--- src/rtl/mult_share_arbiter.sv ---
// Two-requester front end for one shared pipelined multiplier.
// Each requester owns a small response FIFO. A request is only granted when
// its FIFO is guaranteed to have room for the result, so results never need
// backpressure inside the multiplier pipeline.
//
// Handshake rule, same for every port pair: a transfer happens on a rising
// edge where valid and ready are both high. A source keeps valid and its data
// stable until the transfer. ready may depend combinationally on valid.
module mult_share_arbiter #(
  parameter int LATENCY = 2,
  parameter int DEPTH   = 3
) (
  input  logic        clk,
  input  logic        reset,
  input  logic        req0_valid,
  output logic        req0_ready,
  input  logic [31:0] req0_x,
  input  logic [31:0] req0_y,
  input  logic        req1_valid,
  output logic        req1_ready,
  input  logic [31:0] req1_x,
  input  logic [31:0] req1_y,
  output logic        rsp0_valid,
  input  logic        rsp0_ready,
  output logic [63:0] rsp0_data,
  output logic        rsp1_valid,
  input  logic        rsp1_ready,
  output logic [63:0] rsp1_data,
  output logic        mul_en,
  output logic [31:0] mul_x,
  output logic [31:0] mul_y,
  input  logic [63:0] mul_out,
  output logic        busy
);

  localparam int CW = $clog2(DEPTH + 1);
  localparam int PW = (DEPTH > 1) ? $clog2(DEPTH) : 1;

  // Tag stage 0 runs alongside the mul_x/mul_y register; the remaining
  // LATENCY stages track the multiplier's own registers, so the last stage
  // lines up with mul_out.
  logic [LATENCY:0] tag_v;
  logic [LATENCY:0] tag_id;

  logic [63:0]   mem [2][DEPTH];
  logic [PW-1:0] wp  [2];
  logic [PW-1:0] rp  [2];
  logic [CW-1:0] cnt [2];
  logic [CW-1:0] outst [2];

  // Round-robin owner: 0 favours requester 0, 1 favours requester 1.
  logic rr;

  logic [1:0] room;
  logic       elig0, elig1;
  logic       gnt0, gnt1;
  logic [1:0] issue;
  logic [1:0] push;
  logic [1:0] pop;

  function automatic logic [PW-1:0] ptr_next(input logic [PW-1:0] p);
    return (p == PW'(DEPTH - 1)) ? '0 : p + PW'(1);
  endfunction

  // Eligibility and round-robin grant; nothing is granted while in reset.
  always_comb begin
    room  = '0;
    for (int n = 0; n < 2; n++) begin
      room[n] = (int'(outst[n]) + int'(cnt[n])) < DEPTH;
    end
    elig0 = req0_valid & room[0];
    elig1 = req1_valid & room[1];
    gnt0  = ~reset & elig0 & (~elig1 | ~rr);
    gnt1  = ~reset & elig1 & (~elig0 |  rr);
  end

  assign req0_ready = gnt0;
  assign req1_ready = gnt1;
  assign issue      = {gnt1, gnt0};

  // Results retire into the FIFO named by the tag leaving the last stage.
  assign push[0] = tag_v[LATENCY] & ~tag_id[LATENCY];
  assign push[1] = tag_v[LATENCY] &  tag_id[LATENCY];

  assign rsp0_valid = (cnt[0] != '0);
  assign rsp1_valid = (cnt[1] != '0);
  assign rsp0_data  = mem[0][rp[0]];
  assign rsp1_data  = mem[1][rp[1]];
  assign pop[0]     = rsp0_valid & rsp0_ready;
  assign pop[1]     = rsp1_valid & rsp1_ready;

  // The multiplier runs every cycle outside reset.
  assign mul_en = ~reset;

  assign busy = (outst[0] != '0) | (outst[1] != '0) |
                (cnt[0]   != '0) | (cnt[1]   != '0);

  // Operand registers, tag pipeline and round-robin pointer.
  always_ff @(posedge clk or posedge reset) begin
    if (reset) begin
      mul_x  <= '0;
      mul_y  <= '0;
      tag_v  <= '0;
      tag_id <= '0;
      rr     <= 1'b0;
    end else begin
      tag_v  <= {tag_v[LATENCY-1:0],  gnt0 | gnt1};
      tag_id <= {tag_id[LATENCY-1:0], gnt1};
      if (gnt0 | gnt1) begin
        mul_x <= gnt1 ? req1_x : req0_x;
        mul_y <= gnt1 ? req1_y : req0_y;
        rr    <= gnt0;
      end
    end
  end

  // FIFO pointers, occupancy and in-flight counters per requester.
  always_ff @(posedge clk or posedge reset) begin
    if (reset) begin
      for (int n = 0; n < 2; n++) begin
        wp[n]    <= '0;
        rp[n]    <= '0;
        cnt[n]   <= '0;
        outst[n] <= '0;
      end
    end else begin
      for (int n = 0; n < 2; n++) begin
        if (push[n]) wp[n] <= ptr_next(wp[n]);
        if (pop[n])  rp[n] <= ptr_next(rp[n]);
        case ({push[n], pop[n]})
          2'b10:   cnt[n] <= cnt[n] + CW'(1);
          2'b01:   cnt[n] <= cnt[n] - CW'(1);
          default: cnt[n] <= cnt[n];
        endcase
        case ({issue[n], push[n]})
          2'b10:   outst[n] <= outst[n] + CW'(1);
          2'b01:   outst[n] <= outst[n] - CW'(1);
          default: outst[n] <= outst[n];
        endcase
      end
    end
  end

  // FIFO storage; contents need no reset because occupancy gates visibility.
  always_ff @(posedge clk) begin
    for (int n = 0; n < 2; n++) begin
      if (push[n]) mem[n][wp[n]] <= mul_out;
    end
  end

endmodule

--- config.mk ---
export PLATFORM = sky130hd
export DESIGN_NAME = mult_share_arbiter
export DESIGN_NICKNAME = d
export VERILOG_FILES = /design/src/rtl/mult_share_arbiter.sv
export SDC_FILE = /design/constraint.sdc
export NUM_CORES = 1
export LEC_CHECK = 0
export BUFFER_PORTS_ARGS = -buffer_cell sky130_fd_sc_hd__buf_2
export CORE_MARGIN = 1
export CORE_UTILIZATION = 40
export CTS_BUF_LIST = sky130_fd_sc_hd__clkbuf_4 sky130_fd_sc_hd__clkbuf_8
export CTS_CLUSTER_DIAMETER = 200
export DETAILED_ROUTE_END_ITERATION = 10
export HOLD_SLACK_MARGIN = 0.06
export MAX_ROUTING_LAYER = met4
export PLACE_DENSITY = 0.6
export REMOVE_ABC_BUFFERS = 1
export SYNTH_ARGS = -nofsm -noshare
export SYNTH_HDL_FRONTEND = slang
export SYNTH_SLANG_ARGS = --single-unit
--- constraint.sdc ---
create_clock -name clk -period 19.2 [get_ports clk]
set_input_delay 3.84 -clock clk [delete_from_list [all_inputs] [get_ports clk]]
set_output_delay 3.84 -clock clk [all_outputs]
set_load 0.02 [all_outputs]
; ---- Word-level counts from Yosys, hierarchy flattened
; Memories as Yosys holds them, arrays and structs flattened.
; Index checks and enable logic that the tools add are counted.
[totals]
register_bits = 87
mem_bits_rw = 384
wordCells = 111
output_inout_bits = 198
in_bits = 198
memories = 1
[op_classes]
n_reduce_logical = 11
n_addsub = 14
mux = 27
n_bitwise = 25
eq_ne = 12
magnitude_cmp = 8
[memory_table]
columns = name, words, width, rd, rd_ports_with_merged_regs, wr, line_no
row1 = mem, 2, 192, 2, 0, 1, 45  ; logic [63:0] mem [2][DEPTH];
[op_table]
columns = operator, n
row1 = 2-to-1 mux 192 bit, 4
row2 = 2-to-1 mux 64 bit, 6
row3 = binary-select mux 64 bit (select 2 bit), 2
row4 = demux 64 bit (select 2 bit), 2
row5 = OR reduction 192 bit, 1
row6 = 2-to-1 mux 32 bit, 2
row7 = "adder 2 x 1 -> 2 bit, second input constant", 8
row8 = "== test 2 bit, second input constant", 8
row9 = case mux 2 bit (2 select lines), 4
row10 = nonzero test 2 bit, 8
row11 = ">= comparator 3 bit, second input constant", 4
row12 = inverter 2 -> 3 bit, 4
row13 = bitwise AND 1 bit, 10
row14 = "== test 2 x 1 -> 1 bit, second input constant", 4
row15 = 2-to-1 mux 2 bit, 4
row16 = "subtractor 2 x 1 -> 2 bit, second input constant", 4
row17 = adder 2 x 2 -> 3 bit, 2
row18 = "< comparator 3 x 1 -> 1 bit, second input constant", 2
row19 = "< comparator 3 x 2 -> 1 bit, second input constant", 2
row20 = bitwise OR 1 bit, 6
row21 = inverter 1 bit, 5
row22 = 2-to-1 mux 1 bit, 3
row23 = logical AND 1 bit, 2

; ---- Depth between registers and ports, before layout
[depth]
word_depth = 8
ltp_mapped = 11
ltp_nobuf = 9

; ---- Worst setup path before layout
; No wires, ideal clock.
[synth_path]
kind = input-to-output
from = input port reset
to = output port mul_en
stages = 1
n_path_buf = 0
t_required_ns = 15.360
arrival_ns = 5.747
slack_ns = 9.613
cell_sequence = inv_1
[synth_via]
elab_chain_cells = 1
[synth_rtl]
columns = item, line_no
row1 = from (decl), 14  ; input logic reset,
row2 = inverter 1 bit, 93  ; assign mul_en = ~reset;
row3 = to (decl), 29  ; output logic mul_en,
; No other way between the ends.

; ---- Worst setup path in the final report
[layout_path]
from = input port req1_valid
to = output port req1_ready
[layout_via]
elab_chain_cells = 3
[layout_rtl]
columns = item, line_no
row1 = from (decl), 19  ; input logic req1_valid,
row2 = bitwise AND 1 bit, 72  ; elig1 = req1_valid & room[1];
row3 = bitwise AND 1 bit (2 in a row), 74  ; gnt1 = ~reset & elig1 & (~elig0 | rr);
row4 = to (decl), 20  ; output logic req1_ready,
; No other way between the ends.

==> results.tsv <==
metric	value	unit
Internal Power	0.00222	W
Final Hold Fails	0	
first-pass GRT wire length	70800	um
Clock Path Buffers	3	
total track usage	21.3	%
number of synthesized register bits	471	
Starting DRT DRC Count	535	
Worst path max stage delay	510	ps
slowest library cell on the worst path	or3_2	
Switch Pwr	0.00136	W
VDD IR max	133	uV
hold depth	0	
pin count of the biggest net entering global routing	67	
Clock power frac	24.5	%
post-synth top area share	63.4	%
status	complete, no violations	
Vias	11300	
worst-margin pin slew	1060	ps
Die ar.	46300	sq um
clk slew on worst S/H paths	60	ps
Layout Area Growth over Synthesis	23.2	%
CTS tree	done	
CTS Hold Buffers Added	0	
final hold slack	352	ps
Crit. End Element	primary output	
critical path's most frequent cell	buf_2	
power density cells	160	nW/um^2
Finished Core Util	50.3	%
synthesized instance count	1125	
CP Max Fanout	3	
CP cell instances	buf_2 > nand3b_1 > or3_2 > inv_1 > buf_2	
die height	215	um
core box area	44500	sq um
I/O Buffers	395	
overall routed net length	47700	um
Via density	5.10	
total of max-cap violations	0	
WL/cell	21.5	um
Synth area leaders	edfxtp_1, dfrtp_1, mux2i_1, o221a_1, nand2_1	
startpoint types	input port	
Synthesis Warnings	0	
post-synthesis cell area	18200	sq um
clk_skew	20.7	ps
gr ovfl total	0	
DRT antenna net count	0	
Slew Viols, Final	0	
Seq/Total Area, Yosys	75.4	%
RD Place Congestion	0.810	
critical path arrival	4850	ps
post-CTS sizing	0	
CTS root buffer	clkbuf_8	
Setup Fix Bufs, Post-CTS	0	
worst endpoint required time	15360	ps
drt pass-1 iters	4	
Unique masters post-synth	33	
Tmin final	8690	ps
vias in the first global route	11600	
CTS Buf Count	81	
cell accounting for the most synthesized area	edfxtp_1	
kind of critical path	input port to primary output	
Flop pwr share	39.0	%
CTS Sinks	471	
FMAX	0.115	GHz
# setup viols final	0	
final net count	1758	
reg2reg path depth	7	
Die W	215	um
fin crit share	45.3	%
RSZ-0062 raised after global routing	false	
total power	0.00358	W
syn_area_per_cell	16.2	sq um
hold crit path type	flip-flop to flip-flop	
Switching Share	38.1	%
htree depth	3	
final setup TNS	0	ps
Core Rows	77	
Clk Latency, worst-skew pair	630	ps
initial antenna violation count	12	
combinational share of power	36.6	%
share of layout cells above drive strength 1	35.1	%
DPL Wire Length	28600	um
Starting Density	40.8	%
io pins	396	
leakage dissipation	8.33	nW
Post-route DRC	0	
Rel. slew slack	29.4	%
-- cells in the mapped netlist --
| library cell | n |
|---|---|
| nor2b_1 | 2 |
| inv_1 | 7 |
| a21oi_1 | 1 |
| nand3b_1 | 65 |
| buf_4 | 6 |
| nand4b_1 | 1 |
| xnor2_1 | 8 |
| dfrtp_1 | 87 |
| buf_1 | 3 |
| edfxtp_1 | 384 |
| nor2_1 | 6 |
| clkbuf_1 | 31 |
| or2_2 | 2 |
| or3_1 | 2 |
| nand2b_1 | 1 |
| nand2_1 | 133 |
| a2111oi_4 | 1 |
| ha_1 | 6 |
| or4_1 | 1 |
| mux2i_1 | 128 |
| buf_2 | 33 |
| nor3_1 | 4 |
| mux2_2 | 2 |
| xor2_1 | 4 |
| a21o_1 | 6 |
| nor3b_1 | 4 |
| o21ai_0 | 91 |
| o21ai_1 | 37 |
| o221a_1 | 64 |
| inv_2 | 1 |
| o21bai_1 | 1 |
| a2111oi_0 | 1 |
| fa_1 | 2 |
-- stage by stage --
stage / setup WS (ps) / cells / instance area [sq um]
3_3_place_gp: 10520 / 2061 / 20800
3_5_place_dp: 10510 / 2061 / 20800
5_1_grt: 10410 / 2219 / 22400
4_1_cts: 10510 / 2209 / 22400
2_1_floorplan: 9320 / 1052 / 17800
6_report: 10510 / 2220 / 22400
-- registers in the layout (all words and copies together) (netlist names) --
name    flops
mem       384
mul_y      32
wp          4
tag_id      3
mul_x      32
outst       4
tag_v       3
cnt         4
rr          1
rp          4
-- worst paths after layout --
check / startpoint / to / slack, ps
setup / recovery: req1_valid / req1_ready / 10510
hold / removal: tag_id[0]$_DFF_PP0_ / tag_id[1]$_DFF_PP0_ / 350
setup reg to reg: cnt[2]$_DFFE_PP0P_ / mul_x[29]$_DFFE_PP0P_ / 15750
hold reg to reg: tag_id[0]$_DFF_PP0_ / tag_id[1]$_DFF_PP0_ / 350
max in group asynchronous: reset / mul_y[30]$_DFFE_PP0P_ / 14700
min in group asynchronous: reset / rr$_DFFE_PP0P_ / 3300
-- power by group through the flow --
stage | registers [W] | clock network (W) | logic [W]
final | 0.00140 | 0.000876 | 0.00131
after global routing | 0.00141 | 0.000951 | 0.00141
after CTS | 0.00140 | 0.000906 | 0.00133
after detailed placement | 0.00141 | 0 | 0.00133
after global placement | 0.00141 | 0 | 0.00132
after floorplan | 0.00152 | 0 | 0.000714
-- placed cells by master, fill, tap and decap left out, types with 12 or more instances in the layout --
cell type    n
mux2i_1    128
clkinv_2    12
clkinv_1    18
clkbuf_4    27
clkbuf_8    87
dfrtp_1     83
nand3b_1    65
o21ai_1     37
o221a_1     64
o21ai_0     91
nand2_1    133
buf_4       22
edfxtp_1   384
buf_2      395
-- layer usage --
metal | share of wire (%) | global-route usage, % | vias up
met5 | 0 | - | -
met4 | 3.3 | 11.6 | 0
met3 | 6.1 | 4.87 | 66
met2 | 50 | 33.9 | 424
met1 | 41 | 25.1 | 5641
li1 | - | - | 5181
-- cell type report --
type                            instances  area, sq um
Fill cell                            3844        22100
Sequential cell                       471        13700
Timing Repair Buffer                  417         2140
Multi-Input combinational cell        573         4160
Antenna cell                           11         27.5
Inverter                                8         31.3
Tap cell                              592          741
Clock inverter                         34          183
Clock buffer                          114         1400
-- critical path: cells and delay by family --
kind / cells / cell delay [ps]
simple gates: 2 / 660
buf+inv: 3 / 340
-- kinds of logic (layout without fill, tap and decap cells) --
logic type               count (synthesis)  in the layout  share of synthesized area [%]
buffers and inverters                   81            573                           2.02
multiplexers                           130            130                           7.17
XOR/XNOR                                12             12                          0.578
other                                    0             11                              0
AO/OA/AOI/OAI                          202            202                           8.01
AND/OR/NAND/NOR                        221            221                           6.16
adder cells (fa/ha/maj)                  8              8                          0.633
flip-flops                             471            471                           75.4
No activity file was read; power rests on OpenSTA's default activity.
